<file path="config.mk">
export PLATFORM = sky130hd
export DESIGN_NAME = fetch_unit
export DESIGN_NICKNAME = d
export VERILOG_FILES = /design/src/rtl/bsm1e_pkg.sv /design/src/rtl/fetch_buffer.sv /design/src/rtl/fetch_unit.sv
export SDC_FILE = /design/constraint.sdc
export NUM_CORES = 1
export LEC_CHECK = 0
export ABC_CLOCK_PERIOD_IN_PS = 3900
export CAP_MARGIN = 15
export CORE_ASPECT_RATIO = 1.1
export CORE_MARGIN = 2
export CORE_UTILIZATION = 50
export CTS_CLUSTER_SIZE = 40
export DETAILED_ROUTE_END_ITERATION = 7
export PLACE_DENSITY = 0.8
export SLEW_MARGIN = 20
export SYNTH_ARGS = -nofsm -noshare
export SYNTH_HDL_FRONTEND = slang
export SYNTH_SLANG_ARGS = --single-unit
</file>
<file path="constraint.sdc">
create_clock -name clock -period 3.9 [get_ports clock]
set_clock_uncertainty 0.1 [all_clocks]
set_input_delay 0.585 -clock clock [delete_from_list [all_inputs] [get_ports clock]]
set_output_delay 0.585 -clock clock [all_outputs]
set_load 0.01 [all_outputs]
</file>
<file path="src/rtl/bsm1e_pkg.sv">
// bsm1e_pkg: shared types and constants for the fetch path.
//   addr_t        15-bit instruction address
//   byte_t        8-bit instruction byte
//   fetch_state_t fetch FSM state encoding
//   RESET_VECTOR  fetch pointer value after reset
package bsm1e_pkg;

  typedef logic [14:0] addr_t;
  typedef logic [7:0]  byte_t;

  typedef enum logic [1:0] {
    FS_IDLE    = 2'd0,
    FS_WAIT    = 2'd1,
    FS_DISCARD = 2'd2
  } fetch_state_t;

  localparam addr_t RESET_VECTOR = 15'h0000;

endpackage

</file>
<file path="src/rtl/fetch_buffer.sv">
// fetch_buffer: small prefetch FIFO of (address, byte) entries, head at slot 0.
// Ports:
//   clock, reset_n        rising-edge clock, async active-low reset
//   push, push_addr/data  write one entry (ignored when full unless popping)
//   pop                   drop the head entry (ignored when empty)
//   flush                 empty the buffer; overrides push and pop
//   full, empty           occupancy flags
//   head_addr, head_data  head entry contents (stale when empty)
module fetch_buffer
  import bsm1e_pkg::*;
#(
  parameter int DEPTH = 1
) (
  input  logic  clock,
  input  logic  reset_n,
  input  logic  push,
  input  addr_t push_addr,
  input  byte_t push_data,
  input  logic  pop,
  input  logic  flush,
  output logic  full,
  output logic  empty,
  output addr_t head_addr,
  output byte_t head_data
);

  localparam logic [1:0] DEPTH_CNT = 2'(DEPTH);
  localparam int         LAST      = DEPTH - 1;

  addr_t      addr_q [DEPTH];
  byte_t      data_q [DEPTH];
  logic [1:0] count;
  logic       pop_ok;
  logic       push_ok;
  int         wr_idx;

  assign empty     = (count == 2'd0);
  assign full      = (count == DEPTH_CNT);
  assign head_addr = addr_q[0];
  assign head_data = data_q[0];

  assign pop_ok  = pop && !empty;
  // A pop frees the slot in the same edge, so a full buffer may still push.
  assign push_ok = push && (!full || pop_ok);

  // Entries shift toward the head on a pop, so the write lands one slot lower.
  always_comb begin
    wr_idx = pop_ok ? int'(count) - 1 : int'(count);
  end

  always_ff @(posedge clock or negedge reset_n) begin
    if (!reset_n) begin
      count <= 2'd0;
      for (int i = 0; i < DEPTH; i++) begin
        addr_q[i] <= '0;
        data_q[i] <= '0;
      end
    end else if (flush) begin
      count <= 2'd0;
    end else begin
      for (int i = 0; i < DEPTH; i++) begin
        if (push_ok && (i == wr_idx)) begin
          addr_q[i] <= push_addr;
          data_q[i] <= push_data;
        end else if (pop_ok && (i < LAST)) begin
          addr_q[i] <= addr_q[(i < LAST) ? i + 1 : i];
          data_q[i] <= data_q[(i < LAST) ? i + 1 : i];
        end
      end
      case ({push_ok, pop_ok})
        2'b10:   count <= count + 2'd1;
        2'b01:   count <= count - 2'd1;
        default: count <= count;
      endcase
    end
  end

endmodule

</file>
<file path="src/rtl/fetch_unit.sv">
// fetch_unit: sequential byte fetcher with branch flush and prefetch buffer.
// Ports:
//   clock, reset_n               rising-edge clock, async active-low reset
//   branch, branch_address       branch request and target
//   reset_branch                 one-cycle acknowledge of a sampled branch
//   mem_req, mem_address         memory read request / address (held until ack)
//   mem_ack, mem_data            read complete / returned byte
//   instr_valid, instr_data      head byte available / its value (0 when empty)
//   current_address              head byte address, or fetch pointer when empty
//   instr_ready                  decoder pops the head byte
// Build option: FETCH_UNIT_PREFETCH_EN defined selects a 2-entry buffer so a
// fetch can proceed while a byte waits; otherwise the buffer holds one byte.
//
// state   | meaning
// IDLE    | no read outstanding; issue when a buffer slot is (or becomes) free
// WAIT    | read outstanding; byte is pushed on mem_ack
// DISCARD | read outstanding after a branch; byte is dropped on mem_ack
module fetch_unit
  import bsm1e_pkg::*;
(
  input  logic  clock,
  input  logic  reset_n,
  input  logic  branch,
  input  addr_t branch_address,
  output logic  reset_branch,
  output addr_t current_address,
  output logic  mem_req,
  output addr_t mem_address,
  input  logic  mem_ack,
  input  byte_t mem_data,
  output logic  instr_valid,
  output byte_t instr_data,
  input  logic  instr_ready
);

`ifdef FETCH_UNIT_PREFETCH_EN
  localparam int BUF_DEPTH = 2;
`else
  localparam int BUF_DEPTH = 1;
`endif

  localparam logic [1:0] ST_IDLE    = FS_IDLE;
  localparam logic [1:0] ST_WAIT    = FS_WAIT;
  localparam logic [1:0] ST_DISCARD = FS_DISCARD;

  logic [1:0] state;
  logic [1:0] state_nxt;
  addr_t      fetch_ptr;
  logic       buf_full;
  logic       buf_empty;
  logic       push;
  logic       pop;
  addr_t      head_addr;
  byte_t      head_data;

  // A branch flushes the buffer in the same edge, so it also cancels any pop/push.
  assign pop  = instr_valid && instr_ready && !branch;
  assign push = (state == ST_WAIT) && mem_ack && !branch;

  assign mem_req         = (state != ST_IDLE);
  assign instr_valid     = !buf_empty;
  assign current_address = buf_empty ? fetch_ptr : head_addr;
  assign instr_data      = buf_empty ? '0 : head_data;

  always_comb begin
    state_nxt = state;
    case (state)
      ST_IDLE: begin
        if (!branch && (!buf_full || pop)) state_nxt = ST_WAIT;
      end
      ST_WAIT: begin
        if (mem_ack)     state_nxt = ST_IDLE;
        else if (branch) state_nxt = ST_DISCARD;
      end
      ST_DISCARD: begin
        if (mem_ack) state_nxt = ST_IDLE;
      end
      default: state_nxt = ST_IDLE;
    endcase
  end

  always_ff @(posedge clock or negedge reset_n) begin
    if (!reset_n) begin
      state        <= ST_IDLE;
      fetch_ptr    <= RESET_VECTOR;
      mem_address  <= '0;
      reset_branch <= 1'b0;
    end else begin
      state        <= state_nxt;
      reset_branch <= branch;
      if (branch)    fetch_ptr <= branch_address;
      else if (push) fetch_ptr <= fetch_ptr + 15'd1;
      // Address is captured only at issue, so it stays put through DISCARD.
      if ((state == ST_IDLE) && (state_nxt == ST_WAIT)) mem_address <= fetch_ptr;
    end
  end

  fetch_buffer #(
    .DEPTH (BUF_DEPTH)
  ) u_buf (
    .clock     (clock),
    .reset_n   (reset_n),
    .push      (push),
    .push_addr (mem_address),
    .push_data (mem_data),
    .pop       (pop),
    .flush     (branch),
    .full      (buf_full),
    .empty     (buf_empty),
    .head_addr (head_addr),
    .head_data (head_data)
  );

endmodule

</file>
After elaboration in Yosys (flattened, before gate mapping):

Cells that the tools add are included.

* $mul: 0
* reductions and logical operators: 21
* divide/modulo/power cells: 0
* equal/unequal tests: 6
* order comparisons: 0
* add/subtract/negate cells: 4
* bitwise logic cells: 1
* muxes and demuxes: 12
* shift-type cells: 0

Operators by type and width (number)
* 15-bit 2-to-1 mux: 3
* 32-bit logical NOT: 1
* 32-bit 2-to-1 mux: 1
* 15-bit by 1-bit adder with 15-bit output, second input constant: 1
* 2-bit 2-to-1 mux: 5
* 1-bit logical AND: 9
* 2-bit by 1-bit == test with 1-bit output, second input constant: 4
* 8-bit 2-to-1 mux: 1
* 2-bit case mux with 3 select lines: 1
* 2-bit == test, second input constant: 2
* 2-bit logical NOT: 2
* 2-bit case mux with 2 select lines: 1
* 2-bit nonzero test: 2
* 1-bit logical NOT: 3
* 3-bit nonzero test: 1
* 2-bit by 1-bit subtractor with 3-bit output, second input constant: 1
* 2-bit by 1-bit adder with 2-bit output, second input constant: 1
* 1-bit logical OR: 2
* 2-bit AND reduction: 1
* 2-bit by 1-bit subtractor with 2-bit output, second input constant: 1
* 1-bit NOT: 1

* word-level logic and storage cells: 51
* RAM bits: 0
* register bits: 58
* memories: 0
* ROM bits: 0
* bits in latches: 0

Longest topological paths before layout:

* depth after elaboration: 10
* mapped depth: 9
* gate-level depth less buffers: 6

Hierarchy:

Synthesis repeated with hierarchy kept, for this count alone.

* cell total of the unflattened synthesis: 238
* area total of the unflattened synthesis: 2992.9 um2

By module, submodules not included
* fetch_unit: area an instance 1829.3 um2, times used 1, cells each 169
* fetch_buffer: area an instance 1163.6 um2, times used 1, cells each 69

Worst setup path before layout:

OpenSTA, ideal clock, no wires.

* kind: reg2reg
* from: reg u_buf.count[0]
* to: reg mem_address[10]
* cell stages (with the launch flop): 9
* setup time: 0.125 ns
* clock period less this slack: 2.596 ns
* data arrival time: 2.372 ns
* slack: 1.304 ns
* cells stage by stage: dfrtp_1 -> inv_1 -> ha_1 -> buf_6 -> or3b_1 -> buf_6 -> a2111oi_4 -> buf_6 -> mux2_2

* cells in the longest elaborated chain, start to end: 10
* elaborated cells on any way between the ends: 12
* classes of those cells: eq/ne: 2; mux: 2; reduce/logical: 8

RTL lines
* start: declaration: RTL line fetch_buffer.sv:32 `logic [1:0] count;`
* start signal: assignment: RTL line fetch_buffer.sv:71 `2'b10: count <= count + 2'd1;`
* start signal: assignment: RTL line fetch_buffer.sv:72 `2'b01: count <= count - 2'd1;`
* start signal: assignment: RTL line fetch_buffer.sv:73 `default: count <= count;`
* 2-bit logical NOT: RTL line fetch_buffer.sv:37 `assign empty = (count == 2'd0);`
* 1-bit logical NOT: RTL line fetch_unit.sv:61 `assign instr_valid = !buf_empty;`
* 1-bit logical AND (2 in series): RTL line fetch_unit.sv:57 `assign pop = instr_valid && instr_ready && !branch;`
* 1-bit logical OR *: RTL line fetch_unit.sv:69 `if (!branch && (!buf_full || pop)) state_nxt = ST_WAIT;`
* 1-bit logical AND *: RTL line fetch_unit.sv:69
* 2-bit 2-to-1 mux *: RTL line fetch_unit.sv:69
* 2-bit case mux with 3 select lines *: RTL line fetch_unit.sv:67 `case (state)`
* 2-bit by 1-bit == test with 1-bit output *: RTL line fetch_unit.sv:94 `if ((state == ST_IDLE) && (state_nxt == ST_WAIT)) mem_address <= fetch_ptr;`
* 1-bit logical AND *: RTL line fetch_unit.sv:94
* end signal: assignment: RTL line fetch_unit.sv:94
* end: declaration: RTL line fetch_unit.sv:28 `output addr_t mem_address,`

Mark *: on every way between the ends. The rest lies on a longest branch, timed or not.
A chain may end at the register's enable or synchronous reset.

Worst setup path after layout:

* from: reg u_buf.count[0]
* to: out current_address[6]

* cells in the longest elaborated chain, start to end: 2

RTL lines
* 2-bit logical NOT: RTL line fetch_buffer.sv:37
* 15-bit 2-to-1 mux: RTL line fetch_unit.sv:62 `assign current_address = buf_empty ? fetch_ptr : head_addr;`
* end: declaration: RTL line fetch_unit.sv:26 `output addr_t current_address,`

Every way passes these cells.

==> flow_metrics.tcl <==
set metrics [dict create \
    synth_seq_area_share 0.500 \
    clock_latency_ns 0.33 \
    portBuffers 68 \
    die_w_um 76.6 \
    synth_area_leaders "dfrtp_1, mux2_2, xnor2_1, nand2_1, o21ai_0" \
    r2r-end "mem_address[0]$_DFFE_PN0P_" \
    startpoint_type "flip-flop" \
    grt_antenna_before_repair 0 \
    grt_overflow 0 \
    cts_root_buffer "clkbuf_8" \
    clock-sinks 58 \
    htree_levels 3 \
    period_needed_ns 3.09 \
    synth_fp_nets 279 \
    nets 349 \
    ys_types 35 \
    hpwl_mm 4.21 \
    die_h_um 83.9 \
    wl_per_cell_um 15.1 \
    cp-end-kind "primary output" \
    grt_pass1_wl_mm 10.2 \
    cts.repair.resized 0 \
    hold_buffers 0 \
    rsz0062_at_grt "false" \
    wl_mm 6.04 \
    syn_area_per_cell_um2 11.7 \
    io_pins 69 \
    vdd_drop_max_mv 0.370 \
    cts_tree "done" \
    coreArea_um2 5700 \
    stdcell_area_um2 3850 \
    slew_viol_final 0 \
    syn-cell-area_um2 2900 \
    firstDrtPassIters 4 \
    ys.flop_type "dfrtp_1" \
    dieArea_um2 6430 \
    finalCritPeriodShare 0.794 \
    routed_via_density 5.31 \
    synth-seq-cells 58 \
    grt_max_degree 39 \
    drc 0 \
    setup-tns-final_ns 0 \
    gp_congestion 0.720 \
    cts_setup_buffers 0 \
    antenna_left 0 \
    worst_pin_slew_ns 0.598 \
    synthCells 247 \
    yosysTopAreaCell "dfrtp_1" \
    worst-r2r-setup-slack_ns 1.10 \
    synth_edf_count 0 \
    finalSetupViolations 0 \
    yosys.area.top_type_share 0.500 \
    timing.rr.start "u_buf.count[0]$_DFFE_PN0P_" \
    fmax_mhz 323 \
    utilization 0.676 \
    syn_to_final_growth_pct 32.8 \
    p_leak_nw 1.57 \
    status "complete, no violations" \
    n_antenna_cell 0 \
    vias 2118 \
    slew_headroom 0.602 \
    clk_path_buf_depth 2 \
    critical_path_peak_fanout 26 \
    crit_type "reg -> out" \
    async_flop_share 1.00 \
    start_util 0.509 \
    r2r_cells 6 \
    power.density_nw_per_um2 677 \
    track_usage 0.200 \
    min_path_type "in -> async" \
    cap_violations 0 \
    layout_common_cells "clkdlybuf4s50_1, dfrtp_1, mux2_2" \
    grt_pass1_vias 2080 \
    placed_area_um2 3630 \
    cp.required_ns 3.21 \
    clkTransAtPathRegs_ns 0.07 \
    first_iter_violations 129 \
    synthesis.yosys.warnings 0 \
    numCtsBuffers 9 \
    num_rows 29 \
    cp.arrival_ns 2.41 \
    final_common_cell "clkdlybuf4s50_1" \
    drive_above_1_share 0.248 \
    hold_violations 0 \
]
[through the flow]
step,hold slack [ns],setup slack [ns],power [mW],std cells
2_1_floorplan,0.189,1.30,1.54,247
4_1_cts,0.160,0.398,2.64,399
6_report,0.147,0.805,2.61,399
3_5_place_dp,0.384,0.739,2.03,383
3_3_place_gp,0.379,0.860,1.99,383
5_1_grt,0.190,0.647,2.77,399
[cell families (layout without fill, tap and decap cells)]
logic type                 Yosys count  in the layout  share of synthesized area
AOI/OAI and AO/OA                   24             24                     0.0600
and+or+nand+nor                     71             71                      0.131
buffers and inverters               22             97                     0.0388
DFF                                 58             58                      0.500
adders and majority gates            4              4                     0.0173
muxes                               56             56                      0.217
xor gates and xnor gates            12             12                     0.0362
[where the power goes]
part	total [mW]	switching [mW]	internal (mW)	leakage [nW]
Sequential	0.971	0.150	0.820	0.710
Clock	0.602	0.227	0.375	0.109
Combinational	1.04	0.394	0.643	0.747
[cells in the mapped netlist, types with 2 or more instances]
master	n
dfrtp_1	58
mux2_2	53
nand2_1	23
o21ai_0	13
clkbuf_1	10
xnor2_1	10
nor2b_1	9
nand4_1	8
inv_1	7
nor4_1	7
nand3_1	6
nor2_1	6
nor3_1	5
ha_1	4
buf_6	3
a211o_1	2
a21oi_1	2
buf_4	2
mux2i_1	2
xor2_1	2
[metal layers]
layer	wire length (um)	vias up	part of all wire	GRT usage
met3	228	9	0.038	0.0368
met4	104	0	0.017	0.0843
met2	2950	52	0.49	0.324
met1	2760	1038	0.46	0.265
met5	0	-	0	0
li1	-	1019	-	-
[how the worst max path moves through the flow]
| stage | from | to | slack, ns | cells after the start |
|---|---|---|---|---|
| floorplan | u_buf.count[0]$_DFFE_PN0P_ | mem_address[10]$_DFFE_PN0P_ | 1.30 | 8 |
| global placement | u_buf.count[0]$_DFFE_PN0P_ | current_address[6] | 0.86 | 4 |
| detailed placement | u_buf.count[0]$_DFFE_PN0P_ | current_address[6] | 0.74 | 4 |
| CTS | u_buf.count[0]$_DFFE_PN0P_ | current_address[6] | 0.40 | 4 |
| global route | u_buf.count[0]$_DFFE_PN0P_ | current_address[6] | 0.65 | 4 |
| finish | u_buf.count[0]$_DFFE_PN0P_ | current_address[6] | 0.81 | 4 |
[registers in the layout, indices dropped and copies added (netlist names)]
name / count
fetch_ptr: 15
mem_address: 15
u_buf.head_addr: 15
u_buf.head_data: 8
state: 2
u_buf.count: 2
reset_branch: 1
[final cells by class]
class | count | area [um2]
clock buffers | 11 | 141
clock inverters | 5 | 77.6
fillers | 453 | 1840
inverters | 7 | 26.3
multi-input cells | 167 | 1340
flip-flops and latches | 58 | 1450
well taps | 77 | 96.3
repair buffers | 74 | 721
[critical path, stage by stage (launching register included)]
cell and delay (ns):
dfrtp_1 0.44, inv_1 0.15, ha_2 0.59, mux2_2 0.41, clkdlybuf4s50_1 0.49
Note: power is estimated with default switching activity, not from simulation.
==> RTL edit: new RTL, config.mk and constraints unchanged <==
Add a define of `FETCH_UNIT_PREFETCH_EN`.
--- a/src/rtl/fetch_unit.sv
+++ b/src/rtl/fetch_unit.sv
@@ -15,6 +15,8 @@
 // IDLE    | no read outstanding; issue when a buffer slot is (or becomes) free
 // WAIT    | read outstanding; byte is pushed on mem_ack
 // DISCARD | read outstanding after a branch; byte is dropped on mem_ack
+`define FETCH_UNIT_PREFETCH_EN
+
 module fetch_unit
   import bsm1e_pkg::*;
 (
Formal check against the unedited RTL: not equivalent (Yosys sat finds a counterexample within 4 cycles, from zero or initial values and one cycle with reset_n low).
==> RTL edit against the original RTL <==
Non-clock buffer count increased by 2; combinational power rose by 12%; utilization decreased by 3.9 points; sequential cell count grew 23; final cell count grew 38%; maximum frequency shrank 2.9%; first-iteration DRC count up 66%; total power increased by 20%; design area up 32%; register-to-register slack lost 0.33 ns; synthesized area increased by 43%; setup slack got worse by 0.092 ns; wire length rose by 62%; critical endpoint is now current_address[14]; highest routed layer unchanged.
==> RTL edit: results (changes against the original RTL) <==
[status]
outcome = finished, final reports clean

[detailed_routing]
wl_met1_mm = 4.34  ; +57%
dr_wl_met2_mm = 4.58  ; +55%
wl_met3_um = 537  ; +140%
viasPerCell = 6.00  ; +13%
firstDrtPassIters = 5  ; +1
finalWirelength_mm = 9.81  ; +62%

[synth]
ys_ff_latch = 81  ; +40%
yosysUniqueCellTypes = 47  ; +34%
ys_seq_area_frac = 0.490  ; -0.0109
yosys-top-cells-count = dfrtp_1, o21ai_0, mux2_2
syn_nets = 412  ; +48%

[global_route]
grt_usage = 0.230  ; +0.0302
grt_max_degree = 82  ; +110%
grt_pass1_wl_mm = 16.3  ; +60%
met1_usage = 0.300  ; +0.0352
grtUsageMet3 = 0.0394  ; +0.00260
gr-usage-met2 = 0.369  ; +0.0449

[cells_and_area]
multiInputGateArea_um2 = 1930  ; +44%
drive_gt1_frac = 0.158  ; -0.0908
multi_input_gates = 263  ; +57%
buf_share = 0.146  ; -0.0408
clkCellAreaFrac = 0.0417  ; -0.0151
clkbuf_count = 10  ; -1
n_all_inverters = 8  ; +1

[pwr]
combPwrFrac = 0.371  ; -0.027
power_switching_uw = 1060  ; +38%
vdd_drop_max_mv = 0.332  ; -10%
comb_cell_power_uw = 1160  ; +12%
power_leakage_uw = 0.00204  ; +30%

[placement]
dpl.cell_count = 536  ; +40%
dpl_worst_slack_ns = 0.614  ; -0.125 ns
place_area_um2 = 4850  ; +34%

[setup_path]
critPathMaxFanout = 24  ; -7.7%
worstPathArrival_ns = 2.50  ; +0.09 ns

[die]
die-area_um2 = 9030  ; +40%

==> RTL edit: path summary, 6_finish.rpt <==
path                                  endpoint              from  slack, ns  cells after the start
hold reg to reg               u_buf.addr_q[11]  u_buf.addr_q[11]       0.39                      1
setup reg to reg            u_buf.head_addr[3]    u_buf.count[0]       0.77                      7
min in group clock            u_buf.addr_q[11]  u_buf.addr_q[11]       0.39                      1
setup / recovery           current_address[14]    u_buf.count[0]       0.71                      4
max in group asynchronous      u_buf.addr_q[1]           reset_n       3.06                      1
hold / removal                   fetch_ptr[10]           reset_n       0.15                      1
==> RTL edit: logic make-up (layout without fill, tap and decap cells) <==
| group | Yosys count | after routing | share of synthesized area |
|---|---|---|---|
| buf+inv | 36 | 100 | 0.0465 |
| mux | 56 | 56 | 0.152 |
| simple gates | 121 | 121 | 0.167 |
| flops | 81 | 81 | 0.490 |
| xor+xnor | 10 | 10 | 0.0212 |
| compound gates | 72 | 72 | 0.112 |
| fa+ha+maj | 4 | 4 | 0.0121 |
